==> src/rtl/mem_access_ctrl_pkg.sv <==
// Shared types and constants for the SRAM access sequencer.
package mem_ctrl_pkg;

    // Width of the ACCESS-phase wait counter (covers WAIT_CYCLES up to 15)
    localparam int unsigned WAIT_CNT_W = 4;

    typedef enum logic [1:0] {
        IDLE   = 2'd0,
        SETUP  = 2'd1,
        ACCESS = 2'd2,
        DONE   = 2'd3
    } mem_state_t;

    // Active-low SRAM control strobes, kept together so they register as one bundle
    typedef struct packed {
        logic ce_n;
        logic oe_n;
        logic we_n;
        logic ub_n;
        logic lb_n;
    } sram_strobe_t;

    // All strobes deasserted: used in reset and IDLE
    localparam sram_strobe_t STROBE_INACTIVE = '{
        ce_n: 1'b1,
        oe_n: 1'b1,
        we_n: 1'b1,
        ub_n: 1'b1,
        lb_n: 1'b1
    };

endpackage

==> src/rtl/mem_access_ctrl_wait_counter.sv <==
// Loadable down-counter timing the ACCESS phase; saturates at zero.
module mem_wait_counter
    import mem_ctrl_pkg::*;
(
    input  logic                  Clk,
    input  logic                  Reset,
    input  logic                  load,
    input  logic                  dec,
    input  logic [WAIT_CNT_W-1:0] load_val,
    output logic                  zero_c
);

    logic [WAIT_CNT_W-1:0] count;

    // Load has priority over decrement; decrement stops at zero
    always_ff @(posedge Clk or posedge Reset) begin
        if (Reset) begin
            count <= '0;
        end else if (load) begin
            count <= load_val;
        end else if (dec && (count != '0)) begin
            count <= count - WAIT_CNT_W'(1);
        end
    end

    assign zero_c = (count == '0);

endmodule

==> src/rtl/mem_access_ctrl.sv <==
// Sequencer between MAR/MDR and an asynchronous SRAM: setup, wait window,
// hold phase, registered strobes and a one-cycle READY pulse.
// WAIT_CYCLES must lie in 1..15 and N must not exceed ADDR_W.
module mem_access_ctrl
    import mem_ctrl_pkg::*;
#(
    parameter int unsigned N           = 16,
    parameter int unsigned ADDR_W      = 20,
    parameter int unsigned WAIT_CYCLES = 2
) (
    input  logic              Clk,
    input  logic              Reset,
    input  logic [N-1:0]      MAR_IN,
    input  logic [N-1:0]      MDR_IN,
    input  logic              REQ,
    input  logic              WE_REQ,
    output logic              READY,
    output logic [N-1:0]      RDATA,
    output logic [ADDR_W-1:0] SRAM_ADDR,
    output logic [N-1:0]      SRAM_DQ_OUT,
    output logic              SRAM_DQ_OE,
    input  logic [N-1:0]      SRAM_DQ_IN,
    output logic              CE_N,
    output logic              OE_N,
    output logic              WE_N,
    output logic              UB_N,
    output logic              LB_N
);

    localparam logic [WAIT_CNT_W-1:0] WAIT_LOAD = WAIT_CNT_W'(WAIT_CYCLES - 1);

    mem_state_t   state;
    mem_state_t   state_nxt;
    logic         we_lat;
    sram_strobe_t strobe;
    sram_strobe_t strobe_nxt;
    logic         dq_oe_nxt;
    logic         ready_nxt;
    logic         capture_c;
    logic         rd_cap_c;
    logic         we_eff_c;
    logic         cnt_load_c;
    logic         cnt_dec_c;
    logic         cnt_zero_c;

    mem_wait_counter u_wait_counter (
        .Clk      (Clk),
        .Reset    (Reset),
        .load     (cnt_load_c),
        .dec      (cnt_dec_c),
        .load_val (WAIT_LOAD),
        .zero_c   (cnt_zero_c)
    );

    // State register
    always_ff @(posedge Clk or posedge Reset) begin
        if (Reset) begin
            state <= IDLE;
        end else begin
            state <= state_nxt;
        end
    end

    // Next state, plus strobe values decoded from the next state so the
    // registered pins line up with the state they belong to
    always_comb begin
        state_nxt  = state;
        capture_c  = 1'b0;
        rd_cap_c   = 1'b0;
        cnt_load_c = 1'b0;
        cnt_dec_c  = 1'b0;
        we_eff_c   = we_lat;
        strobe_nxt = STROBE_INACTIVE;
        dq_oe_nxt  = 1'b0;
        ready_nxt  = 1'b0;

        case (state)
            IDLE: begin
                if (REQ) begin
                    capture_c = 1'b1;
                    state_nxt = SETUP;
                end
            end
            SETUP: begin
                cnt_load_c = 1'b1;
                state_nxt  = ACCESS;
            end
            ACCESS: begin
                if (cnt_zero_c) begin
                    rd_cap_c  = ~we_lat;
                    state_nxt = DONE;
                end else begin
                    cnt_dec_c = 1'b1;
                end
            end
            DONE: begin
                if (REQ) begin
                    capture_c = 1'b1;
                    state_nxt = SETUP;
                end else begin
                    state_nxt = IDLE;
                end
            end
            default: state_nxt = IDLE;
        endcase

        // A request captured this edge decides the direction of the next SETUP
        if (capture_c) begin
            we_eff_c = WE_REQ;
        end

        case (state_nxt)
            SETUP: begin
                strobe_nxt.ce_n = 1'b0;
                strobe_nxt.ub_n = 1'b0;
                strobe_nxt.lb_n = 1'b0;
                if (we_eff_c) begin
                    dq_oe_nxt = 1'b1;
                end else begin
                    strobe_nxt.oe_n = 1'b0;
                end
            end
            ACCESS: begin
                strobe_nxt.ce_n = 1'b0;
                strobe_nxt.ub_n = 1'b0;
                strobe_nxt.lb_n = 1'b0;
                if (we_eff_c) begin
                    strobe_nxt.we_n = 1'b0;
                    dq_oe_nxt       = 1'b1;
                end else begin
                    strobe_nxt.oe_n = 1'b0;
                end
            end
            DONE: begin
                // Chip stays selected for write-data hold; WE_N/OE_N already released
                strobe_nxt.ce_n = 1'b0;
                strobe_nxt.ub_n = 1'b0;
                strobe_nxt.lb_n = 1'b0;
                ready_nxt       = 1'b1;
                dq_oe_nxt       = we_eff_c;
            end
            default: begin
                strobe_nxt = STROBE_INACTIVE;
            end
        endcase
    end

    // Request latch: address, write data and direction frozen until the next capture
    always_ff @(posedge Clk or posedge Reset) begin
        if (Reset) begin
            SRAM_ADDR   <= '0;
            SRAM_DQ_OUT <= '0;
            we_lat      <= 1'b0;
        end else if (capture_c) begin
            SRAM_ADDR   <= ADDR_W'(MAR_IN);
            SRAM_DQ_OUT <= MDR_IN;
            we_lat      <= WE_REQ;
        end
    end

    // Read data captured on the edge leaving ACCESS, held until the next read
    always_ff @(posedge Clk or posedge Reset) begin
        if (Reset) begin
            RDATA <= '0;
        end else if (rd_cap_c) begin
            RDATA <= SRAM_DQ_IN;
        end
    end

    // Registered strobes, bus enable and READY
    always_ff @(posedge Clk or posedge Reset) begin
        if (Reset) begin
            strobe     <= STROBE_INACTIVE;
            SRAM_DQ_OE <= 1'b0;
            READY      <= 1'b0;
        end else begin
            strobe     <= strobe_nxt;
            SRAM_DQ_OE <= dq_oe_nxt;
            READY      <= ready_nxt;
        end
    end

    assign CE_N = strobe.ce_n;
    assign OE_N = strobe.oe_n;
    assign WE_N = strobe.we_n;
    assign UB_N = strobe.ub_n;
    assign LB_N = strobe.lb_n;

endmodule

==> config.mk <==
export PLATFORM = sky130hd
export DESIGN_NAME = mem_access_ctrl
export DESIGN_NICKNAME = d
export VERILOG_FILES = /design/src/rtl/mem_access_ctrl_pkg.sv /design/src/rtl/mem_access_ctrl_wait_counter.sv /design/src/rtl/mem_access_ctrl.sv
export SDC_FILE = /design/constraint.sdc
export NUM_CORES = 1
export LEC_CHECK = 0
export BUFFER_PORTS_ARGS = -buffer_cell sky130_fd_sc_hd__buf_2
export CORE_MARGIN = 2
export CORE_UTILIZATION = 47
export CTS_BUF_LIST = sky130_fd_sc_hd__clkbuf_4 sky130_fd_sc_hd__clkbuf_8 sky130_fd_sc_hd__clkbuf_16
export DETAILED_ROUTE_END_ITERATION = 8
export PLACE_DENSITY = 0.8
export SYNTH_ARGS = -nofsm -noshare
export SYNTH_HDL_FRONTEND = slang
export SYNTH_SLANG_ARGS = --single-unit
==> constraint.sdc <==
create_clock -name Clk -period 2.5 [get_ports Clk]
set_clock_uncertainty 0.05 [all_clocks]
set_input_delay 0.125 -clock Clk [delete_from_list [all_inputs] [get_ports Clk]]
set_output_delay 0.125 -clock Clk [all_outputs]
set_load 0.01 [all_outputs]
==> flow_summary.toml <==
[setup_path]
worstSetupEndpointType = "flop"
r2r-end = "RDATA[7]$_DFFE_PP0P_"
path_cells = "inv_1, ha_1, nor3b_4, nand3b_4, mux2_4"
worstPathBufferInverterCount = 1
cp_max_fo = 16
r2r_cells = 5
slowest_stage = "dfrtp_1"
cp.depth = 5
start_kind = "flop"
critPathLaunch = "u_wait_counter.count[0]$_DFFE_PP0P_"
worstSetupPathType = "reg2reg"
r2r-start = "u_wait_counter.count[0]$_DFFE_PP0P_"
path_delay_family = "simple AND/OR/NAND/NOR gates"
cp.required_ns = 2.66
arrival_ns = 1.98
r2r_setup_slack_ns = 0.68
crit_end = "RDATA[7]$_DFFE_PP0P_"
slowest_delay_ns = 0.39

[layout]
fin_nets = 388
layout-drive-gt1-share_pct = 54.1
nFillCells = 357
final_cell_mix = "106 x buf_2, 57 x dfrtp_1, 49 x dlygate4sd3_1"
fin_util_pct = 73.2
diodes = 0
final_common_cell = "buf_2"
syn2layout_area_growth_pct = 50.2

[clock_network]
clockBufferDepth = 2
cts_tree = "built"
cts_root_buf = "clkbuf_8"
cts.clk_slew.worst_paths_ns = 0.06
clock_sinks = 60
ctsResizeCount = 0
cts_buffers = 9
htreeDepth = 3
worstSkewPairLatency_ns = 0.33
cts_setup_buffers = 0

[global_route]
grt_pass1_wl_mm = 9.49
overflow = 0
grt_usage_pct = 21.0
grt_max_degree = 33
grt_pass1_vias = 2039
antenna_found_initial = 0

[logic_synthesis]
synthCells = 166
syn_area_sq_um = 2500
synth_area_leader_cell = "dfrtp_1"
synth_area_leaders = "dfrtp_1 57%, mux2_2 18%, mux2_4 6.0%"
avgSynthCellArea_sq_um = 15.1
synth_top_area_share_pct = 57.0
yosysSeqAreaShare_pct = 60.1
synth_cell_type_count = 26
ys_ff_latch = 60
yosys_warnings = 0

[place]
port_buffers = 106
gp_congestion = 0.731
place_hpwl_mm = 3.44

[sta]
max_freq_mhz = 549
fin_crit_ns = 1.82
tightestPinTransition_ns = 0.642
fin_tns_setup_ns = 0
rsz0062_at_grt = "no"
setup_viol = 0
final_max_slew_viol_count = 0
slew_headroom_pct = 57.1
hold_viol_final = 0
period_share_pct = 72.9

[floorplan]
coreArea_sq_um = 5140
die_w_um = 77.0
ioPinCount = 111
start_util_pct = 48.7
fp.dieH_um = 77.0
die-area_sq_um = 5930
rows = 26

[detailed_routing]
drt-total-wl_mm = 5.84
wire_per_inst_um = 14.6
via_per_inst = 4.65
drcViolationCount = 0
vias = 1866
first_pass_iters = 4
ant_nets = 0
dr.first_iter.drc_count = 36

[run_status]
status = "completed"

[flow_run]
cap_violations = 0

[power_and_ir_drop]
ir_worst_vdd_mv = 0.588
leakagePower_uw = 0.00191
p_per_area_nw_per_um2 = 1190

[worst_hold_path]
hp-class = "in2reg"
power breakdown:
part | internal [uW] | switching, uW | leakage, uW
Sequential | 1480 | 264 | 0.000707
Combinational | 1050 | 900 | 0.00111
Clock | 427 | 339 | 0.0000961
Total | 2960 | 1500 | 0.00191
how the worst min path moves through the flow:
stage	start	cells after the start	slack [ns]	end
floorplan	SRAM_DQ_IN[0]	1	0.22	RDATA[0]$_DFFE_PP0P_
global placement	Reset	2	0.21	RDATA[7]$_DFFE_PP0P_
detailed placement	Reset	2	0.19	RDATA[7]$_DFFE_PP0P_
CTS	WE_REQ	3	0.05	OE_N$_DFF_PP1_
global route	WE_REQ	3	0.1	OE_N$_DFF_PP1_
finish	WE_REQ	3	0.06	OE_N$_DFF_PP1_
what timing repair did:
action | 4_1_cts | 5_1_grt
endpoints found under the hold margin | 75 | 0
hold buffers | 49 | 0
endpoints found under the setup margin | 0 | 0
stage by stage:
step / hold slack, ns / cell area (sq um) / total power (uW) / std cells / worst slack, ns
after floorplan: 0.224 / 2510 / 2960 / 169 / 0.761
after global placement: 0.207 / 3090 / 3570 / 337 / 0.698
after detailed placement: 0.195 / 3090 / 3630 / 337 / 0.697
after CTS: 0.0484 / 3760 / 4480 / 401 / 0.662
after global routing: 0.0970 / 3760 / 4770 / 401 / 0.576
final: 0.0584 / 3760 / 4460 / 401 / 0.677
worst min-delay path, cell delays in order:
cell and delay, ns:
buf_2 0.08, mux2i_1 0.10, nand2_1 0.09
cell families (layout without fill, tap and decap cells):
logic type                 count (synthesis)  after routing  synth area share (%)
AOI/OAI and AO/OA                          4              4                 0.899
adders and majority gates                  9              9                  4.50
buffers and inverters                     19            181                  4.20
DFF                                       60             60                  60.1
muxes                                     52             52                  24.7
other                                      1              4                 0.150
and+or+nand+nor                           21             21                  5.40
layout make-up:
| class | count | area (sq um) | area share [%] |
|---|---|---|---|
| Clock inverter | 2 | 10.0 | 0.266 |
| Inverter | 8 | 30.0 | 0.799 |
| Multi-Input combinational cell | 90 | 905 | 24.1 |
| Tap cell | 70 | 87.6 | 2.33 |
| Sequential cell | 60 | 1510 | 40.0 |
| Clock buffer | 13 | 166 | 4.43 |
| Timing Repair Buffer | 158 | 1060 | 28.1 |
state kept, by name (all words and copies together), names as in the netlist:
register	count
READY	1
SRAM_DQ_OUT	16
state	2
OE_N	1
u_wait_counter.count	4
WE_N	1
RDATA	16
SRAM_ADDR	16
CE_N	1
we_lat	1
SRAM_DQ_OE	1
routing by layer:
| metal | GRT usage, % | vias up | part of all wire [%] |
|---|---|---|---|
| met4 | 13.2 | 0 | 3.3 |
| met5 | 0 | - | 0 |
| li1 | - | 872 | - |
| met2 | 36.6 | 74 | 52 |
| met1 | 23.7 | 903 | 40 |
| met3 | 4.00 | 17 | 5.1 |
synthesized netlist by cell type:
master    instances
dfrtp_1          57
mux2_2           39
mux2_4           10
ha_1              9
inv_1             8
nor2_1            7
buf_4             6
nand2_1           4
buf_2             3
dfstp_2           3
mux2i_1           3
nand3b_1          2
o21ai_0           2
a21oi_1           1
and2b_1           1
and3_1            1
buf_6             1
clkbuf_1          1
conb_1            1
nand2b_1          1
nand3_1           1
nand3b_4          1
nor3b_4           1
nor4b_1           1
o21a_1            1
or3_1             1
Power figures use the tool's default switching activity.
